### src/rtl/aorb_pipe_if.sv
// Operand/result handshake bundle for aorb_pipe.
// master drives operands and out_ready; slave is the pipe itself.
interface aorb_pipe_if #(
    parameter int WIDTH = 8,
    parameter int CNT_W = 16
);
    localparam int OW = $clog2(WIDTH + 1);

    logic             in_valid;
    logic             in_ready;
    logic [WIDTH-1:0] a;
    logic [WIDTH-1:0] b;
    logic [1:0]       op;
    logic             acc_mode;
    logic             acc_clr;
    logic             out_valid;
    logic             out_ready;
    logic [WIDTH-1:0] f;
    logic             f_any;
    logic [OW-1:0]    ones;
    logic [CNT_W-1:0] op_count;

    modport master (
        output in_valid, a, b, op, acc_mode, acc_clr, out_ready,
        input  in_ready, out_valid, f, f_any, ones, op_count
    );

    modport slave (
        input  in_valid, a, b, op, acc_mode, acc_clr, out_ready,
        output in_ready, out_valid, f, f_any, ones, op_count
    );
endinterface

### src/rtl/aorb_pipe.sv
// Registered bitwise-op stage (OR/AND/XOR/NOR) with a one-entry output register,
// optional sticky OR-accumulate, popcount/any status and a saturating transfer count.
module aorb_pipe #(
    parameter int WIDTH = 8,
    parameter int CNT_W = 16
) (
    input logic         clk,
    input logic         rst_n,
    aorb_pipe_if.slave  bus
);
    localparam int OW = $clog2(WIDTH + 1);

    typedef enum logic {EMPTY = 1'b0, FULL = 1'b1} state_t;

    state_t           state;
    logic             accept;
    logic             deliver;
    logic [WIDTH-1:0] r;
    logic [WIDTH-1:0] acc;
    logic [WIDTH-1:0] acc_base;
    logic [WIDTH-1:0] f_next;
    logic [OW-1:0]    ones_next;

    assign bus.in_ready  = (state == EMPTY) | bus.out_ready;
    assign bus.out_valid = (state == FULL);
    assign accept        = bus.in_valid & bus.in_ready;
    assign deliver       = bus.out_valid & bus.out_ready;

    always_comb begin
        r = '0;
        case (bus.op)
            2'b00: r = bus.a | bus.b;
            2'b01: r = bus.a & bus.b;
            2'b10: r = bus.a ^ bus.b;
            2'b11: r = ~(bus.a | bus.b);
            default: r = '0;
        endcase
    end

    // A clear arriving with an accumulating operand wins: the fold restarts from r.
    assign acc_base = bus.acc_clr ? '0 : acc;
    assign f_next   = bus.acc_mode ? (acc_base | r) : r;

    always_comb begin
        ones_next = '0;
        for (int i = 0; i < WIDTH; i++)
            ones_next = ones_next + OW'(f_next[i]);
    end

    always_ff @(posedge clk or negedge rst_n) begin
        if (!rst_n) begin
            state        <= EMPTY;
            bus.f        <= '0;
            bus.f_any    <= 1'b0;
            bus.ones     <= '0;
            bus.op_count <= '0;
            acc          <= '0;
        end else begin
            case (state)
                EMPTY:   if (accept) state <= FULL;
                FULL:    if (deliver && !accept) state <= EMPTY;
                default: state <= EMPTY;
            endcase

            if (accept) begin
                bus.f     <= f_next;
                bus.f_any <= |f_next;
                bus.ones  <= ones_next;
                if (bus.op_count != {CNT_W{1'b1}})
                    bus.op_count <= bus.op_count + CNT_W'(1);
            end

            if (accept && bus.acc_mode)
                acc <= f_next;
            else if (bus.acc_clr)
                acc <= '0;
        end
    end
endmodule
### src/flat_wrapper.sv
// flat-port wrapper written by rule: the top's interface ports become plain ports
module aorb_pipe_flat 
#(
    parameter int WIDTH = 8,
    parameter int CNT_W = 16
)
  (clk, rst_n, bus_in_valid, bus_a, bus_b, bus_op, bus_acc_mode, bus_acc_clr, bus_out_ready, bus_in_ready, bus_out_valid, bus_f, bus_f_any, bus_ones, bus_op_count);
  aorb_pipe_if #(.WIDTH(WIDTH), .CNT_W(CNT_W)) bus_i ();
  input logic clk;
  input logic rst_n;
  input wire logic [$bits(bus_i.in_valid)-1:0] bus_in_valid;
  input wire logic [$bits(bus_i.a)-1:0] bus_a;
  input wire logic [$bits(bus_i.b)-1:0] bus_b;
  input wire logic [$bits(bus_i.op)-1:0] bus_op;
  input wire logic [$bits(bus_i.acc_mode)-1:0] bus_acc_mode;
  input wire logic [$bits(bus_i.acc_clr)-1:0] bus_acc_clr;
  input wire logic [$bits(bus_i.out_ready)-1:0] bus_out_ready;
  output wire logic [$bits(bus_i.in_ready)-1:0] bus_in_ready;
  output wire logic [$bits(bus_i.out_valid)-1:0] bus_out_valid;
  output wire logic [$bits(bus_i.f)-1:0] bus_f;
  output wire logic [$bits(bus_i.f_any)-1:0] bus_f_any;
  output wire logic [$bits(bus_i.ones)-1:0] bus_ones;
  output wire logic [$bits(bus_i.op_count)-1:0] bus_op_count;
  assign bus_i.in_valid = bus_in_valid;
  assign bus_i.a = bus_a;
  assign bus_i.b = bus_b;
  assign bus_i.op = bus_op;
  assign bus_i.acc_mode = bus_acc_mode;
  assign bus_i.acc_clr = bus_acc_clr;
  assign bus_i.out_ready = bus_out_ready;
  assign bus_in_ready = bus_i.in_ready;
  assign bus_out_valid = bus_i.out_valid;
  assign bus_f = bus_i.f;
  assign bus_f_any = bus_i.f_any;
  assign bus_ones = bus_i.ones;
  assign bus_op_count = bus_i.op_count;
  aorb_pipe #(.WIDTH(WIDTH), .CNT_W(CNT_W)) u_core (.clk(clk), .rst_n(rst_n), .bus(bus_i));
endmodule
### config.mk
export PLATFORM = sky130hd
export DESIGN_NAME = aorb_pipe_flat
export DESIGN_NICKNAME = d
export VERILOG_FILES = /design/src/rtl/aorb_pipe_if.sv /design/src/rtl/aorb_pipe.sv /design/src/flat_wrapper.sv
export SDC_FILE = /design/constraint.sdc
export NUM_CORES = 1
export LEC_CHECK = 0
export CORE_ASPECT_RATIO = 1.4
export CORE_MARGIN = 2
export CORE_UTILIZATION = 54
export CTS_CLUSTER_SIZE = 16
export DETAILED_ROUTE_END_ITERATION = 8
export GPL_TIMING_DRIVEN = 0
export HOLD_SLACK_MARGIN = 0.06
export PLACE_DENSITY = 0.85
export SLEW_MARGIN = 20
export SYNTH_ARGS = -nofsm -noshare
export SYNTH_HDL_FRONTEND = slang
export SYNTH_SLANG_ARGS = --single-unit
export TNS_END_PERCENT = 1
### constraint.sdc
create_clock -name clk -period 4.4 [get_ports clk]
set_input_delay 1.1 -clock clk [delete_from_list [all_inputs] [get_ports clk]]
set_output_delay 1.1 -clock clk [all_outputs]
set_load 0.05 [all_outputs]
==> flow_summary.json <==
{
  "post-route-period-util_pct": 99.5,
  "syn_area_per_cell_um2": 9.70,
  "slew_violations": 0,
  "slowest_stage": "clkdlybuf4s50_1",
  "cts_buffers": 5,
  "endpoint": "u_core.bus.ones[3]",
  "clock_latency_ps": 300,
  "crit_path_end_kind": "register",
  "max_cap_violations": 0,
  "firstDrtPassIters": 4,
  "setup_viol": 0,
  "syn_to_final_growth_pct": 46.0,
  "synth-simple-area-share_pct": 16.9,
  "critPathBufInv": 14,
  "p_leak_uw": 0.00172,
  "wl_per_cell_um": 16.8,
  "wl_met3_um": 371,
  "grt_pass1_vias": 2356,
  "avgViaCountPerCell": 5.59,
  "critPathKind": "in2reg",
  "stdcell_area_um2": 3480,
  "vias": 2247,
  "port_buffers": 52,
  "io_pins": 55,
  "cts-root-buf": "clkbuf_8",
  "core_um2": 4240,
  "worst_hold_path_type": "reg2reg",
  "synth_seq_cells": 38,
  "syn_area_um2": 2390,
  "ctsLongestPathBuffers": 2,
  "finalWorstSetupSlack_ps": 23.8,
  "top_layer": "met4",
  "finalWeightedCongestion": 0.777,
  "cp_common_cell": "buf_4",
  "arrival_ps": 4560,
  "layout_commonest_cell": "clkdlybuf4s50_1",
  "r2r_slack_ps": 1250,
  "r2r_start": "u_core.acc[0]",
  "power_density_nw_per_um2": 436,
  "grt_pass1_wl_mm": 10.3,
  "vdd_drop_max_uv": 351,
  "hold_viol": 0,
  "final_cell_mix": "42 x clkdlybuf4s50_1, 38 x dfrtp_1, 35 x buf_4, 25 x inv_1, 22 x nand2_1",
  "place_area_um2": 3000,
  "die_w_um": 60.2,
  "cts_tree": "built",
  "startpoint_type": "input port",
  "ant_nets": 0,
  "rows": 28,
  "met1_length_mm": 2.43,
  "dpl.hpwl_mm": 3.75,
  "antenna_found_initial": 0,
  "start_util_pct": 56.3,
  "holdPathStages": 2,
  "max_stage_delay_ps": 460,
  "fin_skew_ps": 11.2,
  "holdCritStartpoint": "u_core.bus.f[4]",
  "drive_above_1_share_pct": 23.7,
  "critPathMaxFanout": 8,
  "wl_met2_mm": 3.51,
  "fmax_mhz": 229,
  "drc_errors": 0,
  "critical_path.cell_chain": "clkdlybuf4s50_1 -> nor2b_1 -> buf_6 -> a21oi_2 -> buf_4 -> buf_4 -> buf_4 -> buf_4 -> buf_4 -> buf_4 -> buf_4 -> buf_4 -> buf_4 -> buf_4 -> buf_4 -> inv_1 -> ha_1 -> ha_1 -> ha_1 -> a21oi_2 -> nor2_1 -> a22o_1",
  "synth_cell_types": 41,
  "clkTransAtPathRegs_ps": 80,
  "dpl_worst_slack_ps": -690,
  "syn_inst": 246,
  "drt-total-wl_mm": 6.74,
  "fin_total_pwr_uw": 1520,
  "cp.required_ps": 4590,
  "antennaDiodeCount": 0,
  "synth_fa_ha_area_share_pct": 14.4,
  "die_h_um": 82.7,
  "synth.net_count": 295,
  "synthXorXnorAreaFrac_pct": 4.77,
  "ys_seq_area_share_pct": 39.8,
  "ff2ff_path_depth": 10,
  "timing.rr.end": "u_core.bus.ones[1]",
  "dieArea_um2": 4980,
  "slew_headroom_pct": 65.3,
  "period_minus_slack_ps": 4380,
  "layout.nets": 390,
  "cp_top_family": "buffers and inverters",
  "status": "finished clean",
  "grt_usage_pct": 28.6,
  "grt_overflow": 0,
  "ys_warn_count": 0,
  "synth_compound_area_share_pct": 12.2,
  "path_depth": 22,
  "drtIter0Drc": 96,
  "cts_sinks": 38,
  "synth_mux_area_share_pct": 5.40,
  "cts_max_level": 2,
  "critPathLaunch": "bus_acc_clr",
  "grt_max_degree": 30,
  "synth_top_family_by_area": "simple AND/OR/NAND/NOR gates",
  "worst_pin_slew_ps": 518,
  "worst_hold_slack_ps": 494
}
flip-flops by register name, indices dropped and copies added (netlist names):
signal and flops:
u_core.bus.f_any 1, u_core.acc 8, u_core.bus.out_valid 1, u_core.bus.f 8, u_core.bus.op_count 16, u_core.bus.ones 4
power breakdown:
| group | switching (uW) | leakage (uW) | total [uW] | internal (uW) |
|---|---|---|---|---|
| sequential | 58.7 | 0.000487 | 469 | 410 |
| combinational | 415 | 0.00116 | 690 | 274 |
| clock | 133 | 0.0000683 | 361 | 227 |
worst reg2reg max path, stage by stage, from the launching register on:
cell	delay, ps
dfrtp_1	420
a21oi_2	230
ha_1	290
inv_2	60
fa_1	430
fa_1	600
inv_2	60
fa_2	410
inv_2	80
fa_1	390
o21ai_1	130
cells by family (layout without fill, tap and decap cells):
| kind of cell | count (synthesis) | count (layout) |
|---|---|---|
| buffers and inverters | 37 | 133 |
| adders and majority gates | 25 | 25 |
| AOI/OAI and AO/OA | 44 | 44 |
| xor gates and xnor gates | 13 | 13 |
| DFF | 38 | 38 |
| muxes | 12 | 12 |
| and+or+nand+nor | 77 | 77 |
how the worst min path moves through the flow:
stage	to
6_report	u_core.bus.f[4]
5_1_grt	u_core.bus.f[6]
4_1_cts	u_core.bus.ones[0]
3_5_place_dp	u_core.bus.ones[0]
3_3_place_gp	u_core.bus.f[5]
2_1_floorplan	u_core.acc[0]
what timing repair did:
| item | CTS | global route |
|---|---|---|
| setup buffers | 29 | 6 |
| hold buffers | 0 | 0 |
| pin swaps | 2 | 11 |
| setup endpoints to repair | 3 | 3 |
| gates resized for setup | 11 | 25 |
area by class of cell:
| type | count | area (um2) |
|---|---|---|
| multi-input cells | 171 | 1340 |
| plain buffers | 9 | 61.3 |
| clock buffers | 5 | 68.8 |
| repair buffers | 88 | 813 |
| inverters | 28 | 105 |
| flip-flops and latches | 38 | 951 |
| clock inverters | 3 | 68.8 |
| fillers | 241 | 754 |
| well taps | 60 | 75.1 |
layer usage:
metal | vias to the layer above | track usage (%)
met1 | 1087 | 27.7
met4 | 0 | 22.2
met3 | 34 | 5.61
met5 | - | 0
met2 | 105 | 51.2
li1 | 1021 | -
per-stage QoR:
stage,TNS (ps),instances,util [%]
5_1_grt,-59.2,402,82.2
3_3_place_gp,-1820,358,70.4
3_5_place_dp,-1930,359,70.7
4_1_cts,0,396,79.7
6_report,0,402,82.2
2_1_floorplan,0,246,-
cells in the mapped netlist, drive strengths merged:
cell	n	area share [%]
fa	4	3.4
nor3	4	0.84
inv	28	4.4
nand2	23	3.6
o21ai	18	3.8
mux2i	5	2.1
a21oi	9	1.9
a31o	1	0.37
and4	2	0.84
and2	4	1.0
a21o	1	0.31
nand4	2	0.52
nor2	15	2.4
o21a	1	0.31
dfrtp	38	40
clkbuf	3	0.52
nor2b	5	1.3
a211oi	3	0.94
nor4	1	0.89
ha	21	11
a41oi	1	0.37
xnor2	7	2.6
nand3	14	3.5
nand2b	4	1.0
a32o	4	1.7
xor2	6	2.2
a221oi	1	0.63
a211o	1	0.37
a31oi	1	0.26
and3	3	1.0
mux2	7	3.3
a22o	2	0.73
a22oi	1	0.52
buf	6	1.6
(Power assumes the default switching activity.)
